<file path="config.mk">
export PLATFORM = sky130hd
export DESIGN_NAME = shift_sequencer
export DESIGN_NICKNAME = d
export VERILOG_FILES = /design/src/rtl/shift_sequencer.sv
export SDC_FILE = /design/constraint.sdc
export NUM_CORES = 1
export LEC_CHECK = 0
export CAP_MARGIN = 10
export CELL_PAD_IN_SITES_DETAIL_PLACEMENT = 1
export CELL_PAD_IN_SITES_GLOBAL_PLACEMENT = 2
export CORE_MARGIN = 2
export CORE_UTILIZATION = 33
export DETAILED_ROUTE_END_ITERATION = 10
export PLACE_DENSITY = 0.9
export SETUP_SLACK_MARGIN = 0.02
export SYNTH_ARGS = -nofsm -noshare
export SYNTH_HDL_FRONTEND = slang
export SYNTH_SLANG_ARGS = --single-unit
</file>
<file path="constraint.sdc">
create_clock -name CLK -period 2.8 [get_ports CLK]
set_input_delay 0.56 -clock CLK [delete_from_list [all_inputs] [get_ports CLK]]
set_output_delay 0.56 -clock CLK [all_outputs]
set_load 0.01 [all_outputs]
</file>
<file path="src/rtl/shift_sequencer.sv">
// Multi-cycle 16-bit shifter (SLL/SRL/SRA/ROL by 0-15) with a start/busy/done handshake.
// Define SHIFT_SEQ_BYTE_STEP_EN to enable the coarse shift-by-8 step; otherwise every shift uses single-bit steps.
module shift_sequencer (
  input  logic        CLK,
  input  logic        Reset,
  input  logic        Start,
  input  logic [1:0]  Op,
  input  logic [15:0] A,
  input  logic [3:0]  Amt,
  output logic        Busy,
  output logic        Done,
  output logic [15:0] Result
);

  typedef enum logic [1:0] {
    SLL = 2'b00,
    SRL = 2'b01,
    SRA = 2'b10,
    ROL = 2'b11
  } op_t;

  typedef enum logic [1:0] {
    IDLE = 2'b00,
    BYTE = 2'b01,
    BIT  = 2'b10,
    DONE = 2'b11
  } state_t;

  state_t      state;
  op_t         op_q;
  logic [15:0] w;
  logic [3:0]  c;
  logic [15:0] w_bit;

  function automatic logic [15:0] bit_shift(input op_t op, input logic [15:0] v);
    logic [15:0] r;
    case (op)
      SLL:     r = {v[14:0], 1'b0};
      SRL:     r = {1'b0, v[15:1]};
      SRA:     r = {v[15], v[15:1]};
      default: r = {v[14:0], v[15]};
    endcase
    return r;
  endfunction

  assign w_bit = bit_shift(op_q, w);

`ifdef SHIFT_SEQ_BYTE_STEP_EN
  logic [15:0] w_byte;

  // Same byte move as the immediate upper-byte load, widened with the op's fill rule.
  function automatic logic [15:0] byte_shift(input op_t op, input logic [15:0] v);
    logic [15:0] r;
    case (op)
      SLL:     r = {v[7:0], 8'h00};
      SRL:     r = {8'h00, v[15:8]};
      SRA:     r = {{8{v[15]}}, v[15:8]};
      default: r = {v[7:0], v[15:8]};
    endcase
    return r;
  endfunction

  assign w_byte = byte_shift(op_q, w);
`endif

  // NOTE: every register here is state, so all assignments are non-blocking; blocking
  // assignments in a clocked block make results depend on statement order and sim races.
  always_ff @(posedge CLK) begin
    // NOTE: reset clears the full datapath too, so no stale operand survives an abandoned shift.
    if (Reset) begin
      state  <= IDLE;
      op_q   <= SLL;
      w      <= 16'h0000;
      c      <= 4'd0;
      Result <= 16'h0000;
      Busy   <= 1'b0;
      Done   <= 1'b0;
    end else begin
      Done <= 1'b0;
      case (state)
        IDLE, DONE: begin
          state <= IDLE;
          if (Start) begin
            w    <= A;
            op_q <= op_t'(Op);
            c    <= Amt;
            if (Amt == 4'd0) begin
              Result <= A;
              Done   <= 1'b1;
              state  <= DONE;
`ifdef SHIFT_SEQ_BYTE_STEP_EN
            end else if (Amt[3]) begin
              Busy  <= 1'b1;
              state <= BYTE;
`endif
            end else begin
              Busy  <= 1'b1;
              state <= BIT;
            end
          end
        end

`ifdef SHIFT_SEQ_BYTE_STEP_EN
        BYTE: begin
          w <= w_byte;
          c <= c - 4'd8;
          if (c[2:0] == 3'd0) begin
            Result <= w_byte;
            Done   <= 1'b1;
            Busy   <= 1'b0;
            state  <= DONE;
          end else begin
            state <= BIT;
          end
        end
`endif

        BIT: begin
          w <= w_bit;
          c <= c - 4'd1;
          if (c == 4'd1) begin
            Result <= w_bit;
            Done   <= 1'b1;
            Busy   <= 1'b0;
            state  <= DONE;
          end
        end

        default: begin
          Busy  <= 1'b0;
          state <= IDLE;
        end
      endcase
    end
  end

endmodule

</file>
==> reports/qor.csv <==
stage;metric;value;unit
place;Post-DP Area;2730;µm²
cells_and_area;area delta synth->final;21.6;%
cells_and_area;share of cells above drive strength 1;0.116;
worst_setup_path;crit path DAT;2.31;ns
floorplan;Die Y;87.8;µm
clock_network;clock sinks;42;
floorplan;die area;7700;µm²
worst_setup_path;RR Startpoint;state[0]$_SDFFE_PP0P_;
synthesis;Yosys cell types;41;
timing;Fin. Hold Viols;0;
outcome;status;completed;
route;via count;2063;
clock_network;H-tree lvl count;2;
grt;initial antenna violation count;0;
synthesis;synth cell count leaders;42 x dfxtp_1, 41 x a21oi_1, 26 x nand2_1;
synthesis;count leader, synth;dfxtp_1;
timing;setup_tns;0;ns
clock_network;Clock transition at path regs;0.09;ns
timing;max frequency;471;MHz
route;vias per cell;5.08;
synthesis;Syn. warnings;0;
worst_setup_path;CP Class;reg2reg;
synthesis;top-area cell type share of the netlist area;0.363;
synthesis;largest family of logic cells by synthesized area;simple AND/OR/NAND/NOR gates;
pwr;Lkg Pwr;1.07;nW
worst_setup_path;Crit path max-delay family;compound AO/OA/AOI/OAI gates;
floorplan;core area;6790;µm²
synthesis;Async SR Flop Fraction;0;
place;Port-buffer cells;42;
synthesis;Post-synth EDFFs;0;
synthesis;#FFs+latches synth;42;
pwr;Peak supply drop;0.000194;V
cells_and_area;Nets;338;
clock_network;post-cts hold buffer count;0;
synthesis;syn nets;305;
synthesis;Syn Inst Count;276;
hold_path;Tightest Hold Check Type;reg2reg;
pwr;PD cells;527;nW/µm²
synthesis;Cell Area, Synth;2320;µm²
clock_network;Setup Fix Bufs, Post-CTS;0;
hold_path;WHS Path Cells;2;
place;DP Wirelength;4220;µm
grt;first-pass GRT wire length;10300;µm
route;DR iter-0 viols;120;
synthesis;Synth area leader;dfxtp_1;
worst_setup_path;CP Cell Sequence;inv_1, ha_1, nand2_1, o21ai_1, o21ai_0, a221oi_1;
worst_setup_path;Crit path depth;6;
worst_setup_path;critical path fanouts, max;14;
clock_network;cts repair resizes;0;
worst_setup_path;Slowest-stage cell, CP;ha_1;
worst_setup_path;CP bufs+invs;1;
synthesis;post-synthesis adder-cell area fraction;0.0216;
grt;gr usage total;0.170;
cells_and_area;Finished Cell Area;2820;µm²
synthesis;Post-synth top flop;dfxtp_1;
route;# DRC;0;
timing;Final Slew Violations;0;
synthesis;multiplexer share of the synthesized area;0.0783;
worst_setup_path;Worst setup startpoint;state[0]$_SDFFE_PP0P_;
grt;Overflow after GRT;0;
clock_network;Max clock buf depth;2;
route;DRT Pass-1 Iters;4;
worst_setup_path;CP Launch Type;flip-flop;
timing;clock period minus worst slack;2.12;ns
worst_setup_path;Worst Setup EP;c[0]$_SDFFE_PP0P_;
worst_setup_path;Critical Path RT;2.99;ns
clock_network;TritonCTS clock tree;done;
synthesis;synthesized area per cell;8.39;µm²
synthesis;simple logic cell fraction of the synthesized area;0.262;
grt;maximum number of pins on one net before global-route repair;53;
synthesis;XOR/XNOR Fraction of Synth Area;0.00702;
run;maxcap violations;0;
clock_network;CTS Root Buffer Type;clkbuf_8;
clock_network;CTS buffer count;5;
synthesis;Area contributors post-synth;dfxtp_1 36%, a21oi_1 8.9%, mux2i_1 7.3%;
worst_setup_path;reg2reg path depth;6;
timing;Setup-failing EPs final;0;
timing;clk_skew;0.0104;ns
place;final RePlAce weighted congestion;0.778;
floorplan;Top Ports;43;
worst_setup_path;Crit path largest cell delay;0.62;ns
floorplan;Rows;30;
synthesis;Compound-Gate Fraction of Synth Area;0.182;
worst_setup_path;R2R Setup Slk;0.68;ns
cells_and_area;ANT cells;0;
worst_setup_path;R2R Path End;c[0]$_SDFFE_PP0P_;
clock_network;Clk Latency, worst-skew pair;0.30;ns
timing;RSZ-0062 raised after global routing;false;
floorplan;Initial Util;0.341;
grt;vias in the first global route;2101;
cells_and_area;final core occ;0.414;
route;drt wl/cell;15.2;µm
timing;Worst-Margin Slew;1.13;ns
floorplan;die width;87.8;µm
worst_setup_path;nature of the critical path endpoint;flip-flop;
route;Post-DRT Antenna Nets;0;
synthesis;register area share after synthesis;0.363;
timing;Max-slew headroom;0.243;
timing;final period utilization;0.759;
route;drt total wl;6180;µm
## registers in the layout, summed over array words and instances, names as in the netlist
name and flops:
op_q 2, Result 16, Busy 1, w 16, c 4, Done 1, state 2
## area by class of cell
class / count / area, µm²
Clock buffer: 6 / 72.6
Clock inverter: 2 / 13.8
Fill cell: 808 / 3980
Inverter: 7 / 26.3
Multi-Input combinational cell: 205 / 1280
Sequential cell: 42 / 841
Tap cell: 96 / 120
Timing Repair Buffer: 48 / 465
## worst reg2reg max path, cell delays in order, from the launching register on
cell and delay [ns]:
dfxtp_1 0.35, inv_1 0.06, ha_1 0.62, nand2_1 0.19, o21ai_1 0.32, o21ai_0 0.16
a221oi_1 0.32
## per-layer routing
| layer | wire, µm | GRT usage | vias to the layer above |
|---|---|---|---|
| li1 | - | - | 1042 |
| met1 | 3000 | 0.231 | 985 |
| met2 | 2960 | 0.282 | 31 |
| met3 | 187 | 0.0330 | 5 |
| met4 | 40 | 0.0350 | 0 |
| met5 | 0 | 0 | - |
## cell usage in the layout, fill, tap and decap left out, types with 6 or more instances in the layout
cell and count:
buf_4 6, or2_2 14, dfxtp_1 42, nor2b_1 9, nor2_1 9, nand3_1 19, mux2i_1 17, a21oi_1 41
clkdlybuf4s50_1 42, nand4_1 16, o21ai_0 14, o21ai_1 8, inv_1 7, nand2_1 26
## how the worst min path moves through the flow
stage	slack, ns	startpoint	to
finish	0.45	w[0]$_SDFFE_PP0P_	w[0]$_SDFFE_PP0P_
global route	0.49	w[4]$_SDFFE_PP0P_	w[4]$_SDFFE_PP0P_
CTS	0.46	w[0]$_SDFFE_PP0P_	w[0]$_SDFFE_PP0P_
detailed placement	0.45	w[0]$_SDFFE_PP0P_	w[0]$_SDFFE_PP0P_
global placement	0.43	w[2]$_SDFFE_PP0P_	w[2]$_SDFFE_PP0P_
floorplan	0.43	w[4]$_SDFFE_PP0P_	w[4]$_SDFFE_PP0P_
## stage by stage
step | hold WS (ns) | worst slack, ns | instances | power (mW)
finish | 0.453 | 0.676 | 406 | 1.48
global route | 0.486 | 0.506 | 406 | 1.57
CTS | 0.458 | 0.620 | 406 | 1.50
detailed placement | 0.448 | 0.476 | 398 | 1.11
global placement | 0.435 | 0.505 | 398 | 1.10
floorplan | 0.428 | 1.13 | 276 | 0.991
## power breakdown
| group | total [mW] | switching, mW | internal [mW] |
|---|---|---|---|
| Clock | 0.393 | 0.217 | 0.176 |
| Sequential | 0.672 | 0.0295 | 0.643 |
| Combinational | 0.419 | 0.237 | 0.181 |
## cells by family after synthesis
logic type,after synthesis
AO/OA/AOI/OAI,73
flip-flops,42
buffers and inverters,29
adder cells (fa/ha/maj),4
multiplexers,18
XOR/XNOR,1
AND/OR/NAND/NOR,109
(Power assumes the default switching activity.)
